--- src/rtl/ex_stage.sv ---
// ex_stage: OpenMIPS execute stage. Single-cycle logic/arith/compare ops,
// a 32-iteration restoring divider for DIV/DIVU, and the EX/MEM register.
//
// state    | meaning
// ---------+-----------------------------------------------------------
// IDLE     | no divide in flight; single-cycle ops pass straight through
// DIV_ON   | restoring shift-subtract, one quotient bit per cycle
// DIV_ZERO | divisor was zero; load the fixed all-ones/dividend result
// DIV_END  | result ready; written to HI/LO when downstream is not held
module ex_stage #(
  parameter int DIV_CYCLES = 32
) (
  input  logic        clk,
  input  logic        rst,
  input  logic [7:0]  aluop_i,
  input  logic [2:0]  alusel_i,
  input  logic [31:0] reg1_i,
  input  logic [31:0] reg2_i,
  input  logic [4:0]  wd_i,
  input  logic        wreg_i,
  input  logic        stall_i,
  input  logic        flush_i,
  output logic [4:0]  wd_o,
  output logic        wreg_o,
  output logic [31:0] wdata_o,
  output logic        whilo_o,
  output logic [31:0] hi_o,
  output logic [31:0] lo_o,
  output logic        stallreq_o
);

  localparam logic [7:0] EXE_AND_OP  = 8'h24;
  localparam logic [7:0] EXE_OR_OP   = 8'h25;
  localparam logic [7:0] EXE_XOR_OP  = 8'h26;
  localparam logic [7:0] EXE_NOR_OP  = 8'h27;
  localparam logic [7:0] EXE_ADDU_OP = 8'h21;
  localparam logic [7:0] EXE_SUBU_OP = 8'h23;
  localparam logic [7:0] EXE_SLT_OP  = 8'h2A;
  localparam logic [7:0] EXE_SLTU_OP = 8'h2B;
  localparam logic [7:0] EXE_DIV_OP  = 8'h1A;
  localparam logic [7:0] EXE_DIVU_OP = 8'h1B;

  localparam logic [2:0] EXE_RES_LOGIC      = 3'b001;
  localparam logic [2:0] EXE_RES_ARITHMETIC = 3'b100;

  localparam logic [1:0] S_IDLE     = 2'd0;
  localparam logic [1:0] S_DIV_ON   = 2'd1;
  localparam logic [1:0] S_DIV_END  = 2'd2;
  localparam logic [1:0] S_DIV_ZERO = 2'd3;

  localparam logic [4:0] CNT_LAST = 5'(DIV_CYCLES - 1);

  logic [1:0]  state_q, state_d;
  logic [4:0]  cnt_q, cnt_d;
  logic [31:0] quo_q, quo_d;
  logic [31:0] rem_q, rem_d;
  logic [31:0] dvsr_q, dvsr_d;
  logic        neg_quo_q, neg_quo_d;
  logic        neg_rem_q, neg_rem_d;

  logic [4:0]  wd_q;
  logic        wreg_q;
  logic [31:0] wdata_q;
  logic        whilo_q;
  logic [31:0] hi_q;
  logic [31:0] lo_q;

  logic        is_div;
  logic        is_signed;
  logic [31:0] dvnd_abs;
  logic [31:0] dvsr_abs;
  logic [32:0] rem_shift;
  logic        sub_ok;
  logic [31:0] rem_step;
  logic [31:0] quo_fin;
  logic [31:0] rem_fin;
  logic [31:0] logic_res;
  logic [31:0] arith_res;
  logic [31:0] alu_res;

  assign is_div    = (aluop_i == EXE_DIV_OP) || (aluop_i == EXE_DIVU_OP);
  assign is_signed = (aluop_i == EXE_DIV_OP);
  assign dvnd_abs  = (is_signed && reg1_i[31]) ? (32'd0 - reg1_i) : reg1_i;
  assign dvsr_abs  = (is_signed && reg2_i[31]) ? (32'd0 - reg2_i) : reg2_i;

  // The partial remainder can exceed 32 bits after the shift, so compare in 33.
  assign rem_shift = {rem_q, quo_q[31]};
  assign sub_ok    = (rem_shift >= {1'b0, dvsr_q});
  assign rem_step  = sub_ok ? 32'(rem_shift - {1'b0, dvsr_q}) : rem_shift[31:0];

  assign quo_fin = neg_quo_q ? (32'd0 - quo_q) : quo_q;
  assign rem_fin = neg_rem_q ? (32'd0 - rem_q) : rem_q;

  assign stallreq_o = rst && !flush_i &&
                      (((state_q == S_IDLE) && is_div) ||
                       (state_q == S_DIV_ON) || (state_q == S_DIV_ZERO));

  // Single-cycle ALU result, selected by result class
  always_comb begin
    logic_res = 32'd0;
    arith_res = 32'd0;
    alu_res   = 32'd0;
    case (aluop_i)
      EXE_AND_OP: logic_res = reg1_i & reg2_i;
      EXE_OR_OP:  logic_res = reg1_i | reg2_i;
      EXE_XOR_OP: logic_res = reg1_i ^ reg2_i;
      EXE_NOR_OP: logic_res = ~(reg1_i | reg2_i);
      default:    logic_res = 32'd0;
    endcase
    case (aluop_i)
      EXE_ADDU_OP: arith_res = reg1_i + reg2_i;
      EXE_SUBU_OP: arith_res = reg1_i - reg2_i;
      EXE_SLT_OP:  arith_res = {31'd0, ($signed(reg1_i) < $signed(reg2_i))};
      EXE_SLTU_OP: arith_res = {31'd0, (reg1_i < reg2_i)};
      default:     arith_res = 32'd0;
    endcase
    case (alusel_i)
      EXE_RES_LOGIC:      alu_res = logic_res;
      EXE_RES_ARITHMETIC: alu_res = arith_res;
      default:            alu_res = 32'd0;
    endcase
  end

  // Divider FSM and datapath next-state
  always_comb begin
    state_d   = state_q;
    cnt_d     = cnt_q;
    quo_d     = quo_q;
    rem_d     = rem_q;
    dvsr_d    = dvsr_q;
    neg_quo_d = neg_quo_q;
    neg_rem_d = neg_rem_q;
    if (flush_i) begin
      state_d = S_IDLE;
      cnt_d   = 5'd0;
    end else begin
      case (state_q)
        S_IDLE: begin
          if (is_div) begin
            if (reg2_i == 32'd0) begin
              state_d = S_DIV_ZERO;
            end else begin
              quo_d     = dvnd_abs;
              rem_d     = 32'd0;
              dvsr_d    = dvsr_abs;
              cnt_d     = 5'd0;
              neg_quo_d = is_signed && (reg1_i[31] ^ reg2_i[31]);
              neg_rem_d = is_signed && reg1_i[31];
              state_d   = S_DIV_ON;
            end
          end
        end
        S_DIV_ON: begin
          rem_d = rem_step;
          quo_d = {quo_q[30:0], sub_ok};
          cnt_d = cnt_q + 5'd1;
          if (cnt_q == CNT_LAST) begin
            state_d = S_DIV_END;
          end
        end
        S_DIV_ZERO: begin
          // Divide-by-zero result is reported raw, without sign fix-up.
          quo_d     = 32'hFFFF_FFFF;
          rem_d     = reg1_i;
          neg_quo_d = 1'b0;
          neg_rem_d = 1'b0;
          state_d   = S_DIV_END;
        end
        S_DIV_END: begin
          if (!stall_i) begin
            state_d = S_IDLE;
          end
        end
        default: state_d = S_IDLE;
      endcase
    end
  end

  // FSM and divider registers
  always_ff @(posedge clk or negedge rst) begin
    if (!rst) begin
      state_q   <= S_IDLE;
      cnt_q     <= 5'd0;
      quo_q     <= 32'd0;
      rem_q     <= 32'd0;
      dvsr_q    <= 32'd0;
      neg_quo_q <= 1'b0;
      neg_rem_q <= 1'b0;
    end else begin
      state_q   <= state_d;
      cnt_q     <= cnt_d;
      quo_q     <= quo_d;
      rem_q     <= rem_d;
      dvsr_q    <= dvsr_d;
      neg_quo_q <= neg_quo_d;
      neg_rem_q <= neg_rem_d;
    end
  end

  // EX/MEM register: bubble on flush or self-stall, hold on downstream stall
  always_ff @(posedge clk or negedge rst) begin
    if (!rst) begin
      wd_q    <= 5'd0;
      wreg_q  <= 1'b0;
      wdata_q <= 32'd0;
      whilo_q <= 1'b0;
      hi_q    <= 32'd0;
      lo_q    <= 32'd0;
    end else if (flush_i || (stallreq_o && !stall_i)) begin
      wd_q    <= 5'd0;
      wreg_q  <= 1'b0;
      wdata_q <= 32'd0;
      whilo_q <= 1'b0;
      hi_q    <= 32'd0;
      lo_q    <= 32'd0;
    end else if (!stall_i) begin
      if (state_q == S_DIV_END) begin
        wd_q    <= wd_i;
        wreg_q  <= 1'b0;
        wdata_q <= 32'd0;
        whilo_q <= 1'b1;
        hi_q    <= rem_fin;
        lo_q    <= quo_fin;
      end else begin
        wd_q    <= wd_i;
        wreg_q  <= wreg_i;
        wdata_q <= alu_res;
        whilo_q <= 1'b0;
        hi_q    <= 32'd0;
        lo_q    <= 32'd0;
      end
    end
  end

  assign wd_o    = wd_q;
  assign wreg_o  = wreg_q;
  assign wdata_o = wdata_q;
  assign whilo_o = whilo_q;
  assign hi_o    = hi_q;
  assign lo_o    = lo_q;

endmodule

--- config.mk ---
export PLATFORM = sky130hd
export DESIGN_NAME = ex_stage
export DESIGN_NICKNAME = d
export VERILOG_FILES = /design/src/rtl/ex_stage.sv
export SDC_FILE = /design/constraint.sdc
export NUM_CORES = 1
export LEC_CHECK = 0
export ABC_AREA = 1
export BUFFER_PORTS_ARGS = -buffer_cell sky130_fd_sc_hd__buf_2
export CAP_MARGIN = 20
export CORE_MARGIN = 1.5
export CORE_UTILIZATION = 55
export CTS_CLUSTER_DIAMETER = 200
export CTS_CLUSTER_SIZE = 8
export DETAILED_ROUTE_END_ITERATION = 12
export PLACE_DENSITY = 0.75
export REMOVE_ABC_BUFFERS = 1
export SETUP_SLACK_MARGIN = 0.1
export SLEW_MARGIN = 40
export SYNTH_ARGS = -nofsm -noshare
export SYNTH_HDL_FRONTEND = slang
export SYNTH_SLANG_ARGS = --single-unit
--- constraint.sdc ---
create_clock -name clk -period 5 [get_ports clk]
set_input_delay 0.5 -clock clk [delete_from_list [all_inputs] [get_ports clk]]
set_output_delay 0.5 -clock clk [all_outputs]
set_load 0.01 [all_outputs]
Word level (Yosys, flattened, before mapping) --
Index checks and enable logic that the tools add are counted.
Cells by class: reductions and logical operators 23, magnitude comparators 3, multiplexer cells 47, equal/unequal tests 23, bitwise gates (word level) 7, add/subtract/negate cells 8
Operators by type and width (count):
- two-way mux 32 bit | 18
- one-hot mux 32 bit (4 select lines) | 2
- one-hot mux 32 bit (3 select lines) | 2
- subtractor 1 x 32 -> 32 bit (first input constant) | 4
- equality test 8 x 6 -> 1 bit (second input constant) | 8
- less-than comparator 32 bit | 2
- one-hot mux 32 bit (2 select lines) | 1
- subtractor 32 bit | 2
- greater-or-equal comparator 33 x 32 -> 1 bit | 1
- adder 32 bit | 1
- bitwise AND 32 bit | 1
- logical NOT 32 bit | 1
- inverter 32 bit | 1
- OR 32 bit | 1
- XOR 32 bit | 1
- two-way mux 5 bit | 5
- equality test 8 x 5 -> 1 bit (second input constant) | 2
- AND reduction 4 bit | 3
- two-way mux 1 bit | 10
- two-way mux 2 bit | 5
- one-hot mux 5 bit (2 select lines) | 1
- != test 3 bit (second input constant) | 3
- one-hot mux 2 bit (4 select lines) | 1
- logical AND 1 bit | 7
- 18 further kinds | 28
Storage, ports and cells: word-level logic and storage cells 124, input port bits 85, bits in registers 208

Logic depth before layout (Yosys ltp) --
word-level depth 9, mapped depth 19, depth with buffers taken out 19

Worst setup path before layout --
No wires, ideal clock.
path kind input -> register, from in reg1_i[0], to reg wdata_q[30], in the netlist wdata_o[30], stages 18, path slack 2.738 ns, path buffers 0, library setup time 0.117 ns, data arrival time 2.145 ns, path through inv_1 ha_1 inv_1 fa_1 nand2_1 nand2_1 nand3_1 nand2_1 nand2_1 nand3_1 nand2_1 nand3_1 nand3_1 nand2_1 nand2_1 nand2_1 nand2_1 nand2_1
Between the ends: longest elaborated chain between the ends 6
RTL lines:
- start: declaration | RTL line 17 | input logic [31:0] reg1_i,
- subtractor 32 bit / adder 32 bit (equally long branches) | RTL line 112, 111
- one-hot mux 32 bit (4 select lines) (*) | RTL line 110 | case (aluop_i)
- one-hot mux 32 bit (2 select lines) (*) | RTL line 117 | case (alusel_i)
- two-way mux 32 bit (*) | RTL line 217 | if (state_q == S_DIV_END) begin
- two-way mux 32 bit (*) | RTL line 216 | end else if (!stall_i) begin
- two-way mux 32 bit (*) | RTL line 209 | end else if (flush_i || (stallreq_o && !stall_i)) begin
- end signal: assignment | RTL line 227 | wdata_q <= alu_res;
- end: declaration | RTL line 63 | logic [31:0] wdata_q;
Mark *: on every way between the ends. The rest lies on a longest branch, timed or not. The select of a mux whose other input is x is not followed. A chain may end at the register's enable or synchronous reset.

Final worst setup path --
from reg state_q[1], to reg quo_q[14]
Between the ends: longest elaborated chain between the ends 3
RTL lines:
- start: declaration | RTL line 53 | logic [1:0] state_q, state_d;
- start signal: assignment | RTL line 190 | state_q <= state_d;
- equality test 2 x 1 -> 1 bit, or another cell as far along | RTL line 137 | case (state_q)
- nonzero test 3 bit (no source line) / != test 2 bit (equally long branches)
- AND reduction 4 bit (no source line)
- end signal: assignment | RTL line 192 | quo_q <= quo_d;
- end: declaration | RTL line 55 | logic [31:0] quo_q, quo_d;
Several ways; a longest one is shown, not always the timed one.

==> summary.txt <==
Floorplanning
  – Initial core utilization: 0.562
  – Core ar.: ~0.038 mm2
  – DIE WIDTH: about 200 um
  – Die Y: around 200 um
  – Row Count: 71
  – Ports: ~190
  – Die Area: 0.0398 mm2

Timing
  – Final Critical Period: approximately 3.0 ns
  – Final setup vio count: 0
  – Maximum clock frequency: around 0.33 GHz
  – Max-slew violations: 0
  – Unrepaired setup endpoints after global routing: no
  – Clk_skew: roughly 0.029 ns
  – Final Hold Fails: 0
  – Setup Total Neg Slack: 0 ns
  – Worst relative slew slack: 0.416
  – Slew @ Worst Pin: 0.870 ns
  – Period utilization: 0.608

Logic synthesis
  – Yosys top cell area share: 0.245
  – Yosys warning count: 0
  – Synthesized area per cell: 6.06 um2
  – Flops & latches, synth: approximately 210
  – Top FF cell, synth: dfrtp_1
  – Top cells by area, synth: dfrtp_1 (24%), nand2_1 (20%), inv_1 (8.5%)
  – Synthesized instance count: about 3500
  – Synthesized cell area: approximately 0.021 mm2
  – Async SR Flop Fraction: 1.00
  – Netlist cell types: between 50 and 60
  – Register area share after synthesis: 0.245
  – Number of flops mapped to enable cells by yosys: 0
  – Largest area contributor in the netlist: dfrtp_1

Drt
  – Vias per cell: between 5 and 6
  – DR iter-0 viols: 3127
  – Wire per inst: roughly 21 um
  – Via count: between 20000 and 25000
  – Final wirelength: around 86000 um
  – First-pass DRT Iterations: 6
  – Drt drc: 0
  – Post-route ant nets: 0

Layout
  – Nets: roughly 3900
  – Util after Layout: 0.617
  – FILL cells: 3740
  – Multi-input logic area: approximately 0.014 mm2
  – Commonest non-fill, non-tap cell in the layout: nand2_1
  – Sequential cell area: about 0.0052 mm2
  – Area growth from synthesis to layout: 9.80%
  – Most frequent cells in the layout: nand2_1 (1126), inv_1 (481), nor2_1 (303), o21ai_0 (279), nand3_1 (260)
  – Layout cell share with drive strength beyond 1: 0.0771

Critical path
  – CP arrival: roughly 3.5 ns
  – CP endpoint kind: flip-flop
  – CP max FO: 37
  – WP data required: ~5.4 ns
  – Critical R2R Launch: state_q[1]
  – Launch point of the worst path: state_q[1]
  – Crit path kind: reg -> reg
  – Crit start category: flip-flop

GRT
  – Largest net degree at the start of global routing: ~130
  – Vias in the first global route: roughly 23000
  – Gr ovfl total: 0
  – First-pass GRT wire length: 130000 um
  – Global Route Usage Sum: 0.430
  – Initial antenna violation count: 8

Power and ir drop
  – Power, Total: approximately 8.9 mW
  – Peak VDD IR: between 0.3 and 0.4 mV
  – Lkg Pwr: ~13 nW
  – PwrDens: around 380 mW/mm2

Run status
  – Status: complete, no violations

Placement
  – DPL Wire Length: 66800 um
  – Port Buffers: ~190
  – Gpl congestion: around 1.1

Min path
  – Worst hold path type: in -> reg
  – Worst Min Path Start: wreg_i

Clock network
  – Clock Path Buffers: 3
  – CTS root buf: clkbuf_16
  – Clock Sinks: between 200 and 250
  – Clock transition at path regs: ~0.050 ns
  – H-Tree Depth: 1
  – Post_cts resized: 0
  – CTS Buf Count: 29
  – CTS tree: done
  – Worst skew pair latency: 0.61 ns

Job
  – Max Cap Viol: 0
-- through the flow --
stage | setup slack [ns] | std cells | area [um2] | hold slack (ns)
finish | 1.96 | 4155 | 23300 | 0.125
floorplan | 1.57 | 3387 | 20700 | 0.204
global placement | 1.69 | 4110 | 22500 | 0.457
global route | 1.84 | 4150 | 23300 | 0.121
detailed placement | 1.54 | 4111 | 22500 | 0.460
CTS | 2.05 | 4142 | 23300 | 0.119
-- routing by layer --
metal | share of wire | vias up | global-route usage | wire length (um)
li1 | - | 11500 | - | -
met1 | 0.39 | 11400 | 0.551 | 34100
met2 | 0.43 | 1572 | 0.668 | 37500
met3 | 0.10 | 304 | 0.0859 | 8980
met4 | 0.066 | 2 | 0.255 | 5710
met5 | 0.00015 | - | 0 | 13
-- path summary, 6_finish.rpt --
kind                               end  slack [ns]  cells past startpoint
max                          quo_q[14]        1.96                      9
min                             wreg_o        0.12                      2
max reg2reg                  quo_q[14]        1.96                      9
min reg2reg                wdata_o[22]        0.47                      2
max in group asynchronous     lo_o[25]        3.25                      4
min in group asynchronous  wdata_o[16]        0.44                      2
-- registers in the layout (all words and copies together), names as in the netlist --
register,flops
whilo_o,1
wreg_o,1
cnt_q,5
state_q,2
rem_q,32
wdata_o,32
lo_o,32
dvsr_q,32
neg_rem_q,1
neg_quo_q,1
hi_o,32
quo_q,32
wd_o,5
-- cells by family after synthesis --
family,share of synthesized area
AO/OA/AOI/OAI,0.162
XOR/XNOR,0.0330
adder cells (fa/ha/maj),0.0864
buffers and inverters,0.114
flip-flops,0.245
AND/OR/NAND/NOR,0.360
-- worst max-delay path, stage by stage (launching register included) --
cell      delay [ns]
dfrtp_1         0.40
inv_1           0.15
ha_1            0.17
buf_4           0.41
clkinv_1        0.54
nor2_1          0.22
buf_4           0.23
inv_1           0.22
o22ai_1         0.35
o21ai_0         0.16
-- final cells by class --
cell class              instances  area share
diodes                         12     0.00129
clock buffers                  29      0.0311
flip-flops and latches        208       0.223
repair buffers                215      0.0511
well taps                     511      0.0274
clock inverters                 1    0.000858
inverters                     493      0.0793
multi-input cells            2686       0.586
-- Yosys cell counts (all sizes together), types with 2 or more instances --
library cell	number
or2	3
a22o	32
o22ai	36
xor2	66
o31ai	4
dfrtp	208
nand3b	10
a211oi	2
a21boi	34
o221ai	3
clkbuf	76
a32o	2
a31oi	5
a21oi	180
nor3	60
and3	2
nor3b	3
and2	3
ha	142
nand3	262
o211ai	10
o21bai	7
fa	3
xnor2	14
nor4	8
buf	48
inv	490
nor2	311
clkinv	3
nand4	53
o21ai	294
nand2	1130
-- where the power goes --
| part | internal, mW | total, mW | switching, mW |
|---|---|---|---|
| clock network | 1.01 | 1.79 | 0.782 |
| registers | 2.05 | 2.50 | 0.458 |
| logic | 1.45 | 4.59 | 3.13 |
| total | 4.51 | 8.88 | 4.37 |
-- timing repair --
| action | in CTS | in global routing |
|---|---|---|
| hold endpoints to repair | 75 | 0 |
| hold buffers | 1 | 0 |
| buffers inserted | 0 | 0 |
Power figures use the tool's default switching activity.
